$ cat src/rtl/mtm_alu_deserializer.sv
// Serial frame deserializer for the MTM ALU: assembles 8 data bytes plus a command byte into A/B/op and flags errors.
// Optional CRC-4 checking is enabled by defining MTM_ALU_DESER_CRC_CHECK_EN.
module mtm_alu_deserializer #(
   parameter int DATA_BYTES = 8
) (
   input  logic        clk,
   input  logic        rst_n,
   input  logic        sin,
   output logic        out_valid,
   output logic [31:0] a_out,
   output logic [31:0] b_out,
   output logic [2:0]  op_out,
   output logic        err_data,
   output logic        err_crc,
   output logic        err_op
);

   localparam logic [1:0] IDLE    = 2'd0;
   localparam logic [1:0] TYPE    = 2'd1;
   localparam logic [1:0] PAYLOAD = 2'd2;
   localparam logic [1:0] STOP    = 2'd3;

   logic [1:0]  state;
   logic [2:0]  bit_cnt;
   logic        is_cmd;
   logic [7:0]  shift_byte;
   logic [3:0]  data_cnt;
   logic [63:0] ba;
   logic        frame_err;

   logic        bad_data;
   logic        crc_bad;
   logic        op_bad;
   logic [2:0]  cmd_op;

`ifdef MTM_ALU_DESER_CRC_CHECK_EN
   // Serial LFSR form of x^4+x+1 with zero seed, message MSB first.
   function automatic logic [3:0] crc4_d68(input logic [67:0] d);
      logic [3:0] c;
      logic       fb;
      c = 4'h0;
      for (int i = 67; i >= 0; i--) begin
         fb = d[i] ^ c[3];
         c  = {c[2:0], 1'b0} ^ {2'b00, fb, fb};
      end
      return c;
   endfunction
`endif

   assign cmd_op = shift_byte[6:4];

   // Close-of-packet checks; only meaningful while sampling a command frame's stop bit.
   always_comb begin
      bad_data = (data_cnt != 4'(DATA_BYTES)) || frame_err || !sin;
      op_bad   = !(cmd_op inside {3'b000, 3'b001, 3'b100, 3'b101});
`ifdef MTM_ALU_DESER_CRC_CHECK_EN
      crc_bad  = crc4_d68({ba, 1'b1, cmd_op}) != shift_byte[3:0];
`else
      crc_bad  = 1'b0;
`endif
   end

   always_ff @(posedge clk or negedge rst_n) begin
      if (!rst_n) begin
         state      <= IDLE;
         bit_cnt    <= 3'd0;
         is_cmd     <= 1'b0;
         shift_byte <= 8'h00;
         data_cnt   <= 4'd0;
         ba         <= 64'h0;
         frame_err  <= 1'b0;
         out_valid  <= 1'b0;
         a_out      <= 32'h0;
         b_out      <= 32'h0;
         op_out     <= 3'b000;
         err_data   <= 1'b0;
         err_crc    <= 1'b0;
         err_op     <= 1'b0;
      end else begin
         out_valid <= 1'b0;
         case (state)
            IDLE: begin
               if (!sin) state <= TYPE;
            end
            TYPE: begin
               is_cmd  <= sin;
               bit_cnt <= 3'd0;
               state   <= PAYLOAD;
            end
            PAYLOAD: begin
               shift_byte <= {shift_byte[6:0], sin};
               bit_cnt    <= bit_cnt + 3'd1;
               if (bit_cnt == 3'd7) state <= STOP;
            end
            default: begin
               state <= IDLE;
               if (is_cmd) begin
                  // A command frame always closes the packet, even with a bad stop bit.
                  out_valid <= 1'b1;
                  a_out     <= ba[31:0];
                  b_out     <= ba[63:32];
                  op_out    <= cmd_op;
                  err_data  <= bad_data;
                  err_crc   <= !bad_data && crc_bad;
                  err_op    <= !bad_data && !crc_bad && op_bad;
                  data_cnt  <= 4'd0;
                  ba        <= 64'h0;
                  frame_err <= 1'b0;
               end else if (sin) begin
                  ba <= {ba[55:0], shift_byte};
                  if (data_cnt != 4'hF) data_cnt <= data_cnt + 4'd1;
               end else begin
                  frame_err <= 1'b1;
               end
            end
         endcase
      end
   end

endmodule

$ cat config.mk
export PLATFORM = sky130hd
export DESIGN_NAME = mtm_alu_deserializer
export DESIGN_NICKNAME = d
export VERILOG_FILES = /design/src/rtl/mtm_alu_deserializer.sv
export SDC_FILE = /design/constraint.sdc
export NUM_CORES = 1
export LEC_CHECK = 0
export ABC_AREA = 1
export BUFFER_PORTS_ARGS = -buffer_cell sky130_fd_sc_hd__buf_2
export CORE_ASPECT_RATIO = 0.9
export CORE_MARGIN = 2
export CORE_UTILIZATION = 57
export CTS_BUF_LIST = sky130_fd_sc_hd__clkbuf_4 sky130_fd_sc_hd__clkbuf_8 sky130_fd_sc_hd__clkbuf_16
export CTS_CLUSTER_SIZE = 40
export DETAILED_ROUTE_END_ITERATION = 16
export HOLD_SLACK_MARGIN = 0.1
export PLACE_DENSITY_LB_ADDON = 0.05
export SETUP_SLACK_MARGIN = 0.15
export SYNTH_ARGS = -nofsm -noshare
export SYNTH_HDL_FRONTEND = slang
export SYNTH_SLANG_ARGS = --single-unit
$ cat constraint.sdc
create_clock -name clk -period 1.7 [get_ports clk]
set_clock_uncertainty 0.1 [all_clocks]
set_input_delay 0.34 -clock clk [delete_from_list [all_inputs] [get_ports clk]]
set_output_delay 0.34 -clock clk [all_outputs]
set_load 0.02 [all_outputs]
== Word level (Yosys, flattened, before mapping) ==
Index checks and enable logic that the tools add are counted.
Storage, ports and cells
  flip-flop bits (word level): 153
  output and inout bits: 71
Cells by class
  $add $sub $neg: 2
  equality and inequality tests: 11
  mux-type cells: 13
  bitwise operators: 1
  reductions and logical operators: 18
Operators with widths (count)
  64-bit two-way mux: 2
  4-bit two-way mux: 3
  3-bit == test, second input constant: 3
  4-bit inequality test, second input constant: 2
  2-bit AND reduction: 4
  2-bit one-hot mux with 3 select lines: 1
  3-bit one-hot mux with 2 select lines: 1
  2-bit nonzero test: 3
  4-bit by 1-bit adder with 4-bit output, second input constant: 1
  1-bit two-way mux: 4
  2-bit two-way mux: 2
  2-bit inequality test, second input constant: 2
  4-bit nonzero test: 1
  3-bit by 1-bit adder with 3-bit output, second input constant: 1
  3-bit by 1-bit == test with 1-bit output, second input constant: 1
  1-bit logical NOT: 3
  3-bit logical NOT: 1
  3-bit AND reduction: 1
  3-bit OR reduction: 1
  2-bit by 1-bit == test with 1-bit output, second input constant: 1
  2-bit == test, second input constant: 1
  2-bit logical NOT: 1
  1-bit logical OR: 2
  2-bit by 1-bit inequality test with 1-bit output, second input constant: 1
  other kinds (2): 2

== Logic depth before layout (Yosys ltp) ==
Gate-level depths: netlist (run 1).
  depth after elaboration: 5
  gate-level depth with buffers: 8
  gate-level depth less buffers: 7

== Worst setup path before layout (run 1) ==
Ideal clock, no wire load.
  kind: register to register
  start: register state[0]
  end: register a_out[29]
  data arrival time: 1.257 ns
  slack: 0.260 ns
  cell stages (with the launch flop): 7
  path buffers: 2
  clock period less this slack: 1.440 ns
  path through: dfrtp_1 > ha_1 > nand2_1 > buf_2 > buf_2 > nand2_1 > o21ai_0
On the way
  word-level cells in the longest chain between the ends: 4
  elaborated cells between the ends (all ways): 6
  classes of those cells: eq/ne: 2; bitwise: 1; reduce/logical: 3
Ends and longest elaborated chain
  start, declared: line 23  | logic [1:0] state;
  start signal, assigned: line 65  | state <= IDLE;
  start signal, assigned: line 83  | if (!sin) state <= TYPE;
  start signal, assigned: line 88  | state <= PAYLOAD;
  2-bit == test (tied with other cells): line 81  | case (state)
  3-bit OR reduction (no source line) *
  1-bit NOT (no source line) *
  2-bit AND reduction (no source line) *
  end signal, assigned: line 100  | a_out <= ba[31:0];
  end, declared: line 10  | output logic [31:0] a_out,
Mark *: on every way between the ends. The rest lies on a longest branch, timed or not.
A chain may end at the register's enable or synchronous reset.

== Worst setup path after layout (run 1) ==
  start: register op_out[1]
  end: output port op_out[1]
RTL lines
  start, declared: line 12  | output logic [2:0] op_out,
  start signal, assigned: line 102  | op_out <= cmd_op;
No word-level cell between the ends.

==> results of run 1 <==
## metal layers
layer,up-vias,track usage,part of all wire
met5,-,0,0
met4,0,0.0779,0.014
met3,17,0.0595,0.041
met2,111,0.380,0.50
met1,2082,0.314,0.44
li1,1983,-,-
## kinds of logic after synthesis
group / Yosys count / share of synthesized area
other cells: 1 / 0.000656
flops: 153 / 0.670
simple gates: 122 / 0.0852
buf+inv: 118 / 0.0836
fa+ha+maj: 8 / 0.0175
compound gates: 147 / 0.143
## cell type report
cell class	instances	area [um2]
clock buffers	18	428
clock inverters	14	151
fillers	678	2380
inverters	86	323
multi-input cells	278	1460
flip-flops and latches	153	3830
well taps	126	158
repair buffers	108	968
## final timing paths
path / to / slack, ns / cells past startpoint / start
worst max-delay path: op_out[1] / 0.17 / 1 / op_out[1]$_DFFE_PN0P_
worst max register to register: ba[42]$_DFFE_PN0P_ / 0.21 / 4 / is_cmd$_DFFE_PN0N_
worst min-delay path: a_out[26]$_DFFE_PN0P_ / 0.20 / 2 / rst_n
worst min register to register: shift_byte[7]$_DFFE_PN0P_ / 0.38 / 2 / shift_byte[6]$_DFFE_PN0P_
max in group asynchronous: ba[53]$_DFFE_PN0P_ / 0.66 / 3 / rst_n
min in group clk: shift_byte[7]$_DFFE_PN0P_ / 0.38 / 2 / shift_byte[6]$_DFFE_PN0P_
## sequential cells by signal (all words and copies together), names as in the netlist
name / cells
out_valid: 1
a_out: 32
err_op: 1
b_out: 32
ba: 64
op_out: 3
err_data: 1
frame_err: 1
data_cnt: 4
shift_byte: 8
state: 2
bit_cnt: 3
is_cmd: 1
## cell usage in the layout (no fill, tap or decap), types with 3 or more instances in the layout
cell type and count:
o22ai_1 63, inv_8 4, nand2_1 103, ha_1 7
buf_12 6, clkbuf_16 18, buf_6 30, nand3_1 8
inv_6 4, o21ai_0 78, nand4_1 4, buf_2 36
dfrtp_1 153, nor2_1 3, clkinv_4 3, inv_1 86
buf_4 31, a21oi_1 3
## metrics by stage
| stage | power [mW] | util |
|---|---|---|
| 3_3_place_gp | 6.70 | 0.646 |
| 5_1_grt | 11.3 | 0.754 |
| 4_1_cts | 10.5 | 0.712 |
| 2_1_floorplan | 6.03 | - |
| 6_report | 10.8 | 0.754 |
| 3_5_place_dp | 6.78 | 0.646 |
## what timing repair did
| item | CTS | global route |
|---|---|---|
| pin swaps | 0 | 1 |
| setup endpoints to repair | 102 | 135 |
| buffers inserted | 1 | 19 |
| hold buffers | 2 | 0 |
| hold endpoints to repair | 156 | 0 |
| resized for setup | 8 | 64 |
| cloned | 0 | 2 |
## power breakdown
part | leakage (nW) | internal, mW | total [mW] | switching [mW]
combinational | 1.21 | 0.959 | 2.61 | 1.65
clock | 0.281 | 2.05 | 3.68 | 1.63
sequential | 2.11 | 4.17 | 4.48 | 0.310
==> results.py, run 1 <==
metrics = {
    "run_status": {
        "status": "finished, final reports clean",
    },
    "layout": {
        "areaGrowthSynthToFinish_pct": 28.0,
        "layout.nets": 655,
        "final_area_um2": 7320,
        "drive_gt1_frac": 0.219,
        "stdcell_count": 783,
        "antenna_cells": 0,
    },
    "place": {
        "gp_congestion": 0.761,
        "place_area_um2": 6270,
        "port_buffers": 72,
        "dp_slack_ns": 0.107,
        "post-dp-hpwl_mm": 7.18,
        "dp.cells": 727,
    },
    "logic_synthesis": {
        "synth_area_leaders": "dfrtp_1 (67%), o22ai_1 (7.0%), nand2_1 (6.9%)",
        "syn-cell-area_um2": 5720,
        "syn_nets": 560,
        "ys_seq_area_frac": 0.670,
        "yosys_warnings": 0,
        "synth_edf_count": 0,
        "async_flop_share": 1.00,
        "yosysMostFrequentCell": "dfrtp_1",
        "synth_top_area_cell": "dfrtp_1",
        "ys_seq_elements": 153,
        "synth_cell_types": 20,
        "syn_inst": 549,
        "synth.avg_cell_area_um2": 10.4,
        "yosys.area.top_type_share": 0.670,
        "ys.flop_type": "dfrtp_1",
        "synthTopCellsByCount": "dfrtp_1 (153), nand2_1 (105), inv_1 (86)",
    },
    "clock_tree": {
        "tritoncts": "built",
        "htree_levels": 4,
        "clock_path_buffers": 2,
        "cts_inserted_buffers": 17,
        "clock_latency_ns": 0.52,
        "cts.sinks": 153,
        "path_clk_slew_ns": 0.07,
        "root_buffer": "clkbuf_8",
    },
    "worst_setup_path": {
        "critPathTopFamily": "flip-flops",
        "cpPeakStageDelay_ns": 0.41,
        "critPathSlowestCell": "dfrtp_1",
        "critical_path.startpoint_type": "register",
        "required_ns": 1.26,
        "crit_type": "reg2out",
        "crit_arrival_ns": 1.09,
        "path_cells": "buf_4",
        "crit_buf_inv": 1,
        "worstSetupEndpointType": "output pin",
        "crit_fanout": 2,
    },
    "run": {
        "drv_cap": 0,
    },
    "grt": {
        "antenna_found_initial": 0,
        "grt_pass1_vias": 4042,
        "grt_overflow_total": 0,
        "grt_max_degree": 119,
        "grt.total_usage": 0.235,
        "grt_pass1_wl_mm": 19.6,
    },
    "timing": {
        "fin_crit_ns": 1.53,
        "rsz0062_at_grt": "yes",
        "hold_viol": 0,
        "setup_slack_ns": 0.166,
        "min_period_over_period": 0.902,
        "drv_slew": 0,
        "max_freq_mhz": 652,
        "setup_viol": 0,
        "setup_tns_ns": 0,
        "whs_ns": 0.202,
    },
    "power_and_ir_drop": {
        "ir_drop_uv": 985,
        "power_density_nw_per_um2": 1470,
        "leakage_nw": 3.60,
    },
    "route": {
        "postRouteAntennaNets": 0,
        "routed_wl_mm": 12.6,
        "dr.pass1.iters": 5,
        "vias": 4193,
        "dr.first_iter.drc_count": 211,
        "drc_errors": 0,
        "wl_per_cell_um": 16.1,
        "vias_per_cell": 5.36,
    },
    "floorplanning": {
        "ios": 74,
        "fp.dieH_um": 99.0,
        "core_um2": 9700,
        "initial_utilization": 0.589,
        "rows": 34,
        "fp.dieW_um": 110,
        "dieArea_um2": 10800,
    },
    "hold_path": {
        "min_path_type": "in2async",
    },
}
Power figures use the tool's default switching activity.
==> inputs of run 2 (changes only) <==
--- a/config.mk
+++ b/config.mk
@@ -5,7 +5,6 @@
 export SDC_FILE = /design/constraint.sdc
 export NUM_CORES = 1
 export LEC_CHECK = 0
-export ABC_AREA = 1
 export BUFFER_PORTS_ARGS = -buffer_cell sky130_fd_sc_hd__buf_2
 export CORE_ASPECT_RATIO = 0.9
 export CORE_MARGIN = 2
@@ -15,6 +14,7 @@
 export DETAILED_ROUTE_END_ITERATION = 16
 export HOLD_SLACK_MARGIN = 0.1
 export PLACE_DENSITY_LB_ADDON = 0.05
+export RECOVER_POWER = 25
 export SETUP_SLACK_MARGIN = 0.15
 export SYNTH_ARGS = -nofsm -noshare
 export SYNTH_HDL_FRONTEND = slang
==> results.py, run 2 <==
metrics = {
    "run_status": {
        "status": "finished, final reports clean",
    },
    "logic_synthesis": {
        "synth_top_area_cell": "dfrtp_1",
        "synth_cell_types": 30,
        "yosys_warnings": 0,
        "synth-xor-area-share": 0,
        "yosysMostFrequentCell": "dfrtp_1",
        "synth.avg_cell_area_um2": 15.3,
        "syn_nets": 391,
        "ys.flop_type": "dfrtp_1",
        "ys_seq_elements": 153,
        "synthTopCellsByCount": "dfrtp_1 (153), mux2_2 (77), a22o_1 (66)",
        "synth_top_family_by_area": "multiplexers",
        "async_flop_share": 1.00,
        "synth_compound_area_frac": 0.119,
        "syn-cell-area_um2": 5810,
        "muxShareOfSynthArea": 0.149,
        "synth-simple-area-share": 0.0211,
        "synthAdderAreaFrac": 0.0172,
        "ys_seq_area_frac": 0.659,
        "syn_inst": 380,
        "yosys.area.top_type_share": 0.659,
        "synth_area_leaders": "dfrtp_1 (66%), mux2_2 (15%), a22o_1 (10%)",
        "synth_edf_count": 0,
    },
    "power_and_ir_drop": {
        "leakage_nw": 3.89,
        "pwr-share-seq": 0.419,
        "swShare": 0.282,
        "power_density_nw_per_um2": 1550,
        "ir_drop_uv": 1110,
        "clkPwrFrac": 0.356,
        "finalPower_mw": 11.4,
        "p_sw_mw": 3.20,
        "power_frac_comb": 0.225,
        "intPower_mw": 8.17,
    },
    "hold_path": {
        "min_path_type": "in2async",
    },
    "floorplanning": {
        "ios": 74,
        "core_um2": 9780,
        "fp.dieW_um": 110,
        "fp.dieH_um": 99.8,
        "rows": 34,
        "initial_utilization": 0.593,
        "dieArea_um2": 11000,
    },
    "route": {
        "dr.pass1.iters": 4,
        "vias_per_cell": 5.78,
        "vias": 3551,
        "routed_wl_mm": 12.3,
        "postRouteAntennaNets": 0,
        "drc_errors": 0,
        "dr.first_iter.drc_count": 216,
        "wl_per_cell_um": 20.0,
    },
    "clock_tree": {
        "cts.sinks": 153,
        "root_buffer": "clkbuf_16",
        "cts_inserted_buffers": 17,
        "htree_levels": 4,
        "clock_latency_ns": 0.42,
        "tritoncts": "built",
        "path_clk_slew_ns": 0.06,
        "clock_path_buffers": 2,
    },
    "layout": {
        "antenna_cells": 0,
        "ff_latch_area_um2": 3830,
        "final_area_um2": 7350,
        "multi_input_area_um2": 1860,
        "largest_register": "ba",
        "layout.nets": 488,
        "areaGrowthSynthToFinish_pct": 26.6,
        "largest_reg_flops": 64,
        "drive_gt1_frac": 0.455,
        "final_cell_mix": "dfrtp_1 (151), mux2_2 (76), buf_2 (71)",
        "reg_top3": "ba (64), a_out (32), b_out (32)",
        "final_common_cell": "dfrtp_1",
        "fillers": 628,
    },
    "place": {
        "dp_slack_ns": 0.0640,
        "port_buffers": 72,
        "gp_congestion": 0.726,
        "post-dp-hpwl_mm": 7.08,
        "place_area_um2": 6400,
    },
    "worst_setup_path": {
        "crit_fanout": 21,
        "crit_type": "reg2reg",
        "required_ns": 1.89,
        "critical_path.startpoint_type": "register",
        "worstSetupEndpointType": "register",
        "crit_arrival_ns": 1.79,
    },
    "timing": {
        "setup_slack_ns": 0.107,
        "slew_headroom": 0.464,
        "setup_tns_ns": 0,
        "min_period_over_period": 0.937,
        "drv_slew": 0,
        "fin_crit_ns": 1.59,
        "whs_ns": 0.216,
        "rsz0062_at_grt": "yes",
        "max_freq_mhz": 628,
        "hold_viol": 0,
        "setup_viol": 0,
        "tightest_slew_ns": 0.804,
    },
    "grt": {
        "grt_max_degree": 58,
        "grt.total_usage": 0.231,
        "grt_pass1_wl_mm": 18.7,
        "grt_overflow_total": 0,
        "grt_pass1_vias": 3570,
        "antenna_found_initial": 0,
    },
    "run": {
        "drv_cap": 0,
    },
}
## run 2: changes by cell type in the layout (fill, tap and decap cells not counted), moves of 63 or more
cell,before,now
mux2_2,0,76
a22o_1,0,66
o21ai_0,78,5
o22ai_1,63,0
nand2_1,103,1
inv_1,86,11
## run 2: layout make-up
class / instances / share of cell area
clock inverter: 10 / 0.0238
clock buffer: 20 / 0.0618
multi-input combinational: 191 / 0.253
timing repair buffer: 102 / 0.113
tap: 126 / 0.0214
inverter: 12 / 0.00613
sequential: 153 / 0.521
## run 2: worst paths after layout
kind                                  startpoint                      end  slack [ns]  depth (start not counted)
min in group clk                             sin  data_cnt[1]$_DFFE_PN0P_        0.30                          3
max                         state[1]$_DFFE_PN0P_     b_out[7]$_DFFE_PN0P_        0.11                          4
max in group asynchronous                  rst_n    a_out[15]$_DFFE_PN0P_        0.27                          3
max reg2reg                 state[1]$_DFFE_PN0P_     b_out[7]$_DFFE_PN0P_        0.11                          4
min                                        rst_n    b_out[29]$_DFFE_PN0P_        0.22                          2
min reg2reg                op_out[1]$_DFFE_PN0P_    op_out[1]$_DFFE_PN0P_        0.38                          1
## run 2: power by group through the flow
stage / Sequential, mW / Clock (mW) / Combinational [mW]
floorplan: 4.86 / 0 / 1.34
CTS: 4.74 / 4.08 / 2.40
detailed placement: 4.79 / 0 / 2.22
global placement: 4.76 / 0 / 2.16
global route: 4.84 / 4.25 / 2.76
finish: 4.77 / 4.04 / 2.56
## run 2: worst max-delay path, stage by stage (launching register included)
cell and delay [ns]:
dfrtp_2 0.45, ha_4 0.19, nand2_4 0.15, buf_12 0.20, mux2_2 0.36
## run 2: per-stage QoR
stage                     utilization  cells
final                           0.752    614
after global routing            0.752    614
after CTS                       0.734    607
after detailed placement        0.654    567
after global placement          0.654    567
after floorplan                     -    380
## run 2: kinds of logic (layout without fill, tap and decap cells)
group | count (synthesis) | in the layout
compound gates | 83 | 83
fa+ha+maj | 8 | 8
buf+inv | 36 | 144
flops | 153 | 153
mux | 77 | 77
other cells | 1 | 1
simple gates | 22 | 22
## run 2: metal layers
| metal | up-vias | track usage | wire [um] |
|---|---|---|---|
| met5 | - | 0 | 0 |
| met4 | 0 | 0.0952 | 259 |
| met3 | 23 | 0.0688 | 477 |
| met2 | 91 | 0.363 | 6050 |
| met1 | 1848 | 0.301 | 5520 |
| li1 | 1589 | - | - |
## run 2: repair_timing
item                                    in CTS  in global routing
hold buffers                                 1                  0
endpoints found under the setup margin     125                135
buffers inserted                             7                  1
resized for setup                           12                 17
endpoints found under the hold margin      153                  0
cloned                                       2                  6
pin swaps                                    1                  5
